## config.mk

```make
export PLATFORM = sky130hd
export DESIGN_NAME = strip_conv_scheduler_flat
export DESIGN_NICKNAME = d
export VERILOG_FILES = /design/src/rtl/strip_conv_scheduler_if.sv /design/src/rtl/strip_conv_scheduler.sv /design/src/flat_wrapper.sv
export SDC_FILE = /design/constraint.sdc
export NUM_CORES = 1
export LEC_CHECK = 0
export ABC_AREA = 1
export BUFFER_PORTS_ARGS = -buffer_cell sky130_fd_sc_hd__buf_4
export CAP_MARGIN = 40
export CORE_MARGIN = 2
export CORE_UTILIZATION = 55
export CTS_BUF_LIST = sky130_fd_sc_hd__clkbuf_8
export DETAILED_ROUTE_END_ITERATION = 12
export HOLD_SLACK_MARGIN = 0.1
export MAX_ROUTING_LAYER = met4
export PLACE_DENSITY = 0.77
export SLEW_MARGIN = 20
export SYNTH_ARGS = -nofsm -noshare
export SYNTH_HDL_FRONTEND = slang
export SYNTH_SLANG_ARGS = --single-unit
```

## constraint.sdc

```tcl
create_clock -name clk -period 3.7 [get_ports clk]
set_input_delay 0.925 -clock clk [delete_from_list [all_inputs] [get_ports clk]]
set_output_delay 0.925 -clock clk [all_outputs]
set_load 0.02 [all_outputs]
```

## src/rtl/strip_conv_scheduler_if.sv

```systemverilog
// Handshake bundle between the strip scheduler, the strip engines and the UART reader.
// The scheduler takes the master side; the engines, the reader and the frame controller take the slave side.
interface strip_conv_scheduler_if #(
    parameter int NUM_STRIPS = 8
);
    logic                  go;
    logic [NUM_STRIPS-1:0] strip_start;
    logic [NUM_STRIPS-1:0] strip_done;
    logic                  reader_start;
    logic                  reader_done;
    logic                  busy;
    logic [NUM_STRIPS-1:0] active_mask;
    logic [NUM_STRIPS-1:0] done_mask;
    logic                  frame_done;
    logic                  error;

    modport master (
        input  go, strip_done, reader_done,
        output strip_start, reader_start, busy, active_mask, done_mask, frame_done, error
    );

    modport slave (
        output go, strip_done, reader_done,
        input  strip_start, reader_start, busy, active_mask, done_mask, frame_done, error
    );
endinterface

```

## src/rtl/strip_conv_scheduler.sv

```systemverilog
// Issues strips 0..NUM_STRIPS-1 with at most MAX_ACTIVE in flight and retires them on done pulses.
// After all strips are retired it starts UART readback; a watchdog aborts a stalled frame.
module strip_conv_scheduler #(
    parameter int          NUM_STRIPS = 8,
    parameter int          MAX_ACTIVE = 2,
    parameter logic [23:0] TIMEOUT    = 24'd2000000
) (
    input logic clk,
    input logic reset,
    strip_conv_scheduler_if.master bus
);
    localparam int NS_W = $clog2(NUM_STRIPS + 1);

    typedef enum logic [2:0] {
        IDLE,
        DISPATCH,
        READOUT,
        FINISH,
        ABORT
    } state_t;

    state_t                state;
    logic [NS_W-1:0]       next_strip;
    logic [23:0]           wdog;
    logic                  phase;
    logic [NS_W-1:0]       in_flight;
    logic                  can_issue;
    logic [NUM_STRIPS-1:0] start_vec;
    logic [NUM_STRIPS-1:0] retire;
    logic [NUM_STRIPS-1:0] active_nxt;
    logic [NUM_STRIPS-1:0] done_nxt;

    // A done arriving while its own start pulse is still out is not a valid retirement.
    always_comb begin
        retire     = bus.strip_done & bus.active_mask & ~bus.strip_start;
        active_nxt = bus.active_mask & ~retire;
        done_nxt   = bus.done_mask | retire;
        in_flight  = NS_W'($countones(bus.active_mask));
        can_issue  = (next_strip < NS_W'(NUM_STRIPS)) && (in_flight < NS_W'(MAX_ACTIVE));
        start_vec  = NUM_STRIPS'(1) << next_strip;
    end

    always_ff @(posedge clk or posedge reset) begin
        if (reset) begin
            state            <= IDLE;
            next_strip       <= '0;
            wdog             <= '0;
            phase            <= 1'b0;
            bus.strip_start  <= '0;
            bus.reader_start <= 1'b0;
            bus.busy         <= 1'b0;
            bus.active_mask  <= '0;
            bus.done_mask    <= '0;
            bus.frame_done   <= 1'b0;
            bus.error        <= 1'b0;
        end else begin
            bus.strip_start  <= '0;
            bus.reader_start <= 1'b0;
            bus.frame_done   <= 1'b0;
            case (state)
                IDLE: begin
                    if (bus.go) begin
                        bus.done_mask   <= '0;
                        bus.active_mask <= '0;
                        bus.error       <= 1'b0;
                        next_strip      <= '0;
                        wdog            <= '0;
                        phase           <= 1'b0;
                        bus.busy        <= 1'b1;
                        state           <= DISPATCH;
                    end
                end
                DISPATCH: begin
                    if (&done_nxt) begin
                        bus.active_mask <= active_nxt;
                        bus.done_mask   <= done_nxt;
                        wdog            <= '0;
                        phase           <= 1'b0;
                        state           <= READOUT;
                    end else if (retire == '0 && bus.active_mask != '0 &&
                                 wdog == TIMEOUT - 24'd1) begin
                        // done_mask is left untouched so the stalled strips can be identified.
                        bus.error       <= 1'b1;
                        bus.active_mask <= '0;
                        state           <= ABORT;
                    end else begin
                        bus.done_mask <= done_nxt;
                        if (can_issue) begin
                            bus.strip_start <= start_vec;
                            bus.active_mask <= active_nxt | start_vec;
                            next_strip      <= next_strip + NS_W'(1);
                        end else begin
                            bus.active_mask <= active_nxt;
                        end
                        if (retire != '0) begin
                            wdog <= '0;
                        end else if (bus.active_mask != '0) begin
                            wdog <= wdog + 24'd1;
                        end
                    end
                end
                READOUT: begin
                    // First cycle fires the reader; afterwards wait for its completion.
                    if (!phase) begin
                        bus.reader_start <= 1'b1;
                        phase            <= 1'b1;
                    end else if (bus.reader_done) begin
                        phase <= 1'b0;
                        state <= FINISH;
                    end
                end
                FINISH: begin
                    if (!phase) begin
                        bus.frame_done <= 1'b1;
                        phase          <= 1'b1;
                    end else begin
                        phase    <= 1'b0;
                        bus.busy <= 1'b0;
                        state    <= IDLE;
                    end
                end
                ABORT: begin
                    bus.busy <= 1'b0;
                    state    <= IDLE;
                end
                default: begin
                    bus.busy <= 1'b0;
                    state    <= IDLE;
                end
            endcase
        end
    end
endmodule
```

## src/flat_wrapper.sv

```systemverilog
// flat-port wrapper written by rule: the top's interface ports become plain ports
module strip_conv_scheduler_flat 
#(
    parameter int          NUM_STRIPS = 8,
    parameter int          MAX_ACTIVE = 2,
    parameter logic [23:0] TIMEOUT    = 24'd2000000
)
  (clk, reset, bus_go, bus_strip_done, bus_reader_done, bus_strip_start, bus_reader_start, bus_busy, bus_active_mask, bus_done_mask, bus_frame_done, bus_error);
  strip_conv_scheduler_if #(.NUM_STRIPS(NUM_STRIPS)) bus_i ();
  input logic clk;
  input logic reset;
  input wire logic [$bits(bus_i.go)-1:0] bus_go;
  input wire logic [$bits(bus_i.strip_done)-1:0] bus_strip_done;
  input wire logic [$bits(bus_i.reader_done)-1:0] bus_reader_done;
  output wire logic [$bits(bus_i.strip_start)-1:0] bus_strip_start;
  output wire logic [$bits(bus_i.reader_start)-1:0] bus_reader_start;
  output wire logic [$bits(bus_i.busy)-1:0] bus_busy;
  output wire logic [$bits(bus_i.active_mask)-1:0] bus_active_mask;
  output wire logic [$bits(bus_i.done_mask)-1:0] bus_done_mask;
  output wire logic [$bits(bus_i.frame_done)-1:0] bus_frame_done;
  output wire logic [$bits(bus_i.error)-1:0] bus_error;
  assign bus_i.go = bus_go;
  assign bus_i.strip_done = bus_strip_done;
  assign bus_i.reader_done = bus_reader_done;
  assign bus_strip_start = bus_i.strip_start;
  assign bus_reader_start = bus_i.reader_start;
  assign bus_busy = bus_i.busy;
  assign bus_active_mask = bus_i.active_mask;
  assign bus_done_mask = bus_i.done_mask;
  assign bus_frame_done = bus_i.frame_done;
  assign bus_error = bus_i.error;
  strip_conv_scheduler #(.NUM_STRIPS(NUM_STRIPS), .MAX_ACTIVE(MAX_ACTIVE), .TIMEOUT(TIMEOUT)) u_core (.clk(clk), .reset(reset), .bus(bus_i));
endmodule
```

# Word-level counts from Yosys, hierarchy flattened
# Index checks and enable logic that the tools add are counted.
[totals]
output_inout_bits = 28
word_cells = 110
input_bits = 12
reg_bits = 60
[op_classes]
addsub = 9
magnitude_cmp = 2
n_bitwise = 8
muxes = 44
shifts = 1
eq_ne = 16
n_reduce_logical = 19
[op_table]
columns = ["operator", "count"]
rows = [
  ["$mux W24", 5],
  ["$mux W8", 10],
  ["$pmux W24 S2", 1],
  ["$pmux W8 S2", 2],
  ["$add A24 B1 Y24 const B", 1],
  ["$and A8 B8 Y8", 3],
  ["$eq A24 B21 Y1 const B", 1],
  ["$mux W3", 6],
  ["$mux W4", 4],
  ["$not A8 Y8", 2],
  ["$or A8 B8 Y8", 2],
  ["$reduce_bool A8 Y1", 2],
  ["$add A4 B4 Y4", 3],
  ["$pmux W3 S4", 1],
  ["$mux W1", 11],
  ["$ne A2 B1 Y1 const B", 5],
  ["$reduce_and A5 Y1", 2],
  ["$reduce_and A3 Y1", 3],
  ["$add A1 B1 Y2", 4],
  ["$logic_not A8 Y1", 1],
  ["$ne A2 B2 Y1 const B", 4],
  ["$pmux W4 S2", 1],
  ["$reduce_and A4 Y1", 2],
  ["$reduce_and A8 Y1", 1],
  ["19 further kinds", 22],
]

# Logic depth before layout (Yosys ltp)
[depth]
word_depth = 9
ltp_mapped = 16
depth_no_buf = 16

# Worst setup path before layout
# OpenSTA, ideal clock, no wires.
[synth_timing]
path_type = "reg2reg"
start = "register u_core.bus.active_mask[0]"
end = "register u_core.next_strip[2]"
path_stages_with_launch = 16
setup_ps = 117
path_slack_ps = 126
required_ps = 3583
period_less_slack_ps = 3574
path_buffers = 0
arrival_ps = 3457
cell_sequence = "dfrtp_1 ha_1 fa_1 inv_1 fa_1 inv_1 ha_1 inv_1 fa_1 nand2_1 nor3_1 inv_1 o21ai_1 nand2_1 nand2_1 nand2_1"
[synth_via]
elab_chain_cells = 7
word_cells_on_any_way = 17
classes_between = "add/sub: 3; order compare: 1; eq/ne: 3; bitwise: 3; reduce/logical: 7"
[synth_rtl]
columns = ["item", "line", "rtl"]
rows = [
  ["start, declared", "strip_conv_scheduler_if.sv:19", "output strip_start, reader_start, busy, active_mask, done_mask, frame_done, error"],
  ["start signal, assigned", "strip_conv_scheduler.sv:75", "bus.active_mask <= active_nxt;"],
  ["start signal, assigned", "strip_conv_scheduler.sv:90", "bus.active_mask <= active_nxt | start_vec;"],
  ["start signal, assigned", "strip_conv_scheduler.sv:93", "bus.active_mask <= active_nxt;"],
  ["$add A1 B1 Y2 (implied by the code) / $and A8 B8 Y8 (equally long branches)", "strip_conv_scheduler.sv:38, strip_conv_scheduler.sv:35", ""],
  ["$add A4 B4 Y4 (implied by the code) / $and A8 B8 Y8 (equally long branches)", "strip_conv_scheduler.sv:38, strip_conv_scheduler.sv:35", ""],
  ["$add A4 B4 Y4 (implied by the code) / $logic_not A8 Y1 (equally long branches)", "strip_conv_scheduler.sv:38, strip_conv_scheduler.sv:80", ""],
  ["$lt A4 B2 Y1 / $logic_and A1 B1 Y1 (equally long branches)", "strip_conv_scheduler.sv:39, strip_conv_scheduler.sv:80", ""],
  ["$logic_and A1 B1 Y1 (on tied branches)", "strip_conv_scheduler.sv:39, strip_conv_scheduler.sv:80", ""],
  ["$ne A2 B1 Y1 (no source line) / $ne A2 B2 Y1 (equally long branches)", "n/a", ""],
  ["$reduce_and A5 Y1 (no source line) (*)", "n/a", ""],
  ["end signal, assigned", "strip_conv_scheduler.sv:91", "next_strip <= next_strip + NS_W'(1);"],
  ["end, declared", "strip_conv_scheduler.sv:23", "logic [NS_W-1:0] next_strip;"],
]
# Mark *: on every way between the ends. The rest lies on a longest branch, timed or not.
# A chain may end at the register's enable or synchronous reset.

# Final worst setup path
[layout_timing]
start = "register u_core.bus.active_mask[0]"
end = "register u_core.next_strip[1]"
# The elaborated chain is that of the path after synthesis.

==> run metrics <==
CP top delay family=adder cells; gr ovfl total=0; Period minus WS final=3.47 ns; clk_lat worst skew=0.35 ns; global-route wire length before repair=around 16 mm; Max VDD drop=roughly 0.53 mV; CP Cell Sequence=ha_1, fa_1, inv_1, fa_1, inv_1, ha_1, inv_1, fa_1, nand2_1, nor3_1, inv_1, o21ai_2, nand2_1, nand2_1, nand2_1; status=finished, final reports clean; FF-to-FF setup slack=0.23 ns; Max-Cap Viols=0; vias in the first global route=~3400; Synth warnings=0; initial antenna violation count=0; commonest cells after routing, fill and taps aside=197 x nand2_1, 85 x inv_1, 78 x nor2_1; TritonRoute pass-1 iters=4; CP max FO=5; Clock Sinks=60; r2r endpoint=u_core.next_strip[1]; Distinct cells, synth=30; hold path depth=1; Post-Layout Cell Count=roughly 730; Die Footprint=7940 um2; chip height=89.1 um; Initial Util=0.558; Endpoint, Worst Hold=u_core.bus.reader_start; Synth Cell Area=3980 um2; gp weighted congestion=0.953; die span in x=89.1 um; nets=658; kind of critical path=register to register; Post-Syn Area per Cell=6.86 um2; setup repair bufs after CTS=0; CTS H-tree depth=3; slew at the pin with the worst max-slew slack=0.711 ns; TritonCTS Buffers=9; Clock Skew=0.00630 ns; startpoint types=register; routed vias=3812; Pwr Total=approximately 3 mW; final setup fails=0; achievable frequency=around 290 MHz; Tot GR Track Use=0.267; Max-slew headroom=0.526; io pins=40; Req. time, crit path=3.94 ns; HPWL Detailed=7.16 mm; Setup TNS=0 ns; Reg clk slew, reported paths=~0.070 ns; #FFs+latches synth=60; Cells after DPL=around 700; final hold vios=0; CTS tree=yes; Hold Startpoint=u_core.phase; detail-routed net length per standard cell=13.2 um; largest net degree at the start of global routing=35; crit path DAT=3.71 ns; Vias per Instance=about 5.2; Hold Path Class=register to register; main area contributors after synthesis=dfrtp_1 38%, nand2_1 19%, inv_1 8.0%; diode count=0; max-slew violation count=0; RSZ-0062 raised after global routing=no; max incr delay on CP=0.55 ns; CP max stage cell=fa_1; Synth area leader=dfrtp_1; most common cell after layout, fill and taps aside=nand2_1; Tcrit/Tclk final=0.938; DR iter-0 viols=234; PD cells=around 660 nW/um2; input/output buffers=39; Sequential Area=1500 um2; Synth Instances=581; layout cells sized above 1=0.124; Area growth, synth to finish=15.1%; Reg-to-Reg Start=u_core.bus.active_mask[0]; Net Count, Synth=slightly above 600; drt drc=0; Worst setup EP type=register; Clock Path Buffers=2; Core Area=7140 um2; Hold-fix buffers, CTS=0; Crit path buffers/inverters=4; reg2reg path depth=15; Layout fillers=around 700; # rows=31; share of the synthesized area in the top cell type=0.377; Detail Route Antenna Nets=0; cts repair resizes=0; leak pwr=~2.4 nW; area occupied by multi-input gates=2070 um2; post-synthesis sequential area ratio=0.377; final wirelength=9.64 mm; clk root buf=clkbuf_8
layer usage:
| metal | vias up | wire [um] | GRT usage |
|---|---|---|---|
| li1 | 1883 | - | - |
| met1 | 1804 | 4430 | 0.350 |
| met2 | 108 | 4530 | 0.408 |
| met3 | 17 | 493 | 0.0425 |
| met4 | 0 | 192 | 0.118 |
| met5 | - | 0 | - |
sequential cells by signal, summed over array words and instances (netlist names):
| name | count |
|---|---|
| u_core.bus.busy | 1 |
| u_core.bus.active_mask | 8 |
| u_core.wdog | 24 |
| u_core.bus.strip_start | 8 |
| u_core.bus.done_mask | 8 |
| u_core.bus.frame_done | 1 |
| u_core.bus.error | 1 |
| u_core.bus.reader_start | 1 |
| u_core.next_strip | 4 |
| u_core.state | 3 |
| u_core.phase | 1 |
power breakdown:
part	internal, mW	switching, mW
Clock	0.370	0.264
Sequential	0.765	0.0981
Combinational	0.467	1.07
layout make-up:
cell class	instances	area share
Tap cell	99	0.0270
Timing Repair Buffer	46	0.0780
Multi-Input combinational cell	422	0.452
Clock inverter	6	0.0177
Sequential cell	60	0.327
Inverter	87	0.0712
Clock buffer	9	0.0270
worst register-to-register path, delay by kind of cell, from the launching register on:
kind	cells	cell delay, ns
adder cells (fa/ha/maj)	5	1.88
AND/OR/NAND/NOR	5	0.54
flip-flops	1	0.42
buffers and inverters	4	0.28
AO/OA/AOI/OAI	1	0.23
cell usage after synthesis, drive strengths merged:
cell	n
nand3b	3
nand3	45
dfrtp	60
xnor2	1
nor3b	1
inv	87
ha	16
nand2	202
nand4	8
nor3	14
nor2	84
o21ai	22
nor4	1
xor2	9
a31oi	3
clkbuf	1
o21bai	4
a21oi	4
buf	11
o31ai	1
fa	4
metrics by stage:
step                      hold slack [ns]  area [um2]   util  setup slack (ns)
final                               0.476        4590  0.643             0.231
after global routing                0.505        4590  0.643            0.0219
after CTS                           0.481        4580  0.642             0.171
after detailed placement            0.478        4380  0.613             0.199
after global placement              0.461        4380  0.613             0.277
after floorplan                     0.445        3980      -             0.126
logic make-up (layout without fill, tap and decap cells):
kind of cell             Yosys count  after routing  share of synthesized area
AO/OA/AOI/OAI                     34             34                     0.0468
adder cells (fa/ha/maj)           20             20                     0.0704
flip-flops                        60             60                      0.377
XOR/XNOR                          10             10                     0.0220
buffers and inverters             99            148                      0.104
AND/OR/NAND/NOR                  358            358                      0.380
how the worst max path moves through the flow:
stage | slack (ns) | startpoint | depth (start not counted) | end
2_1_floorplan | 0.13 | u_core.bus.active_mask[0] | 15 | u_core.next_strip[2]
3_3_place_gp | 0.28 | u_core.bus.active_mask[0] | 15 | u_core.next_strip[2]
3_5_place_dp | 0.20 | u_core.bus.active_mask[0] | 15 | u_core.next_strip[1]
4_1_cts | 0.17 | u_core.bus.active_mask[0] | 15 | u_core.next_strip[1]
5_1_grt | 0.02 | u_core.bus.active_mask[0] | 15 | u_core.next_strip[1]
6_report | 0.23 | u_core.bus.active_mask[0] | 15 | u_core.next_strip[1]
Note: power is estimated with default switching activity, not from simulation.
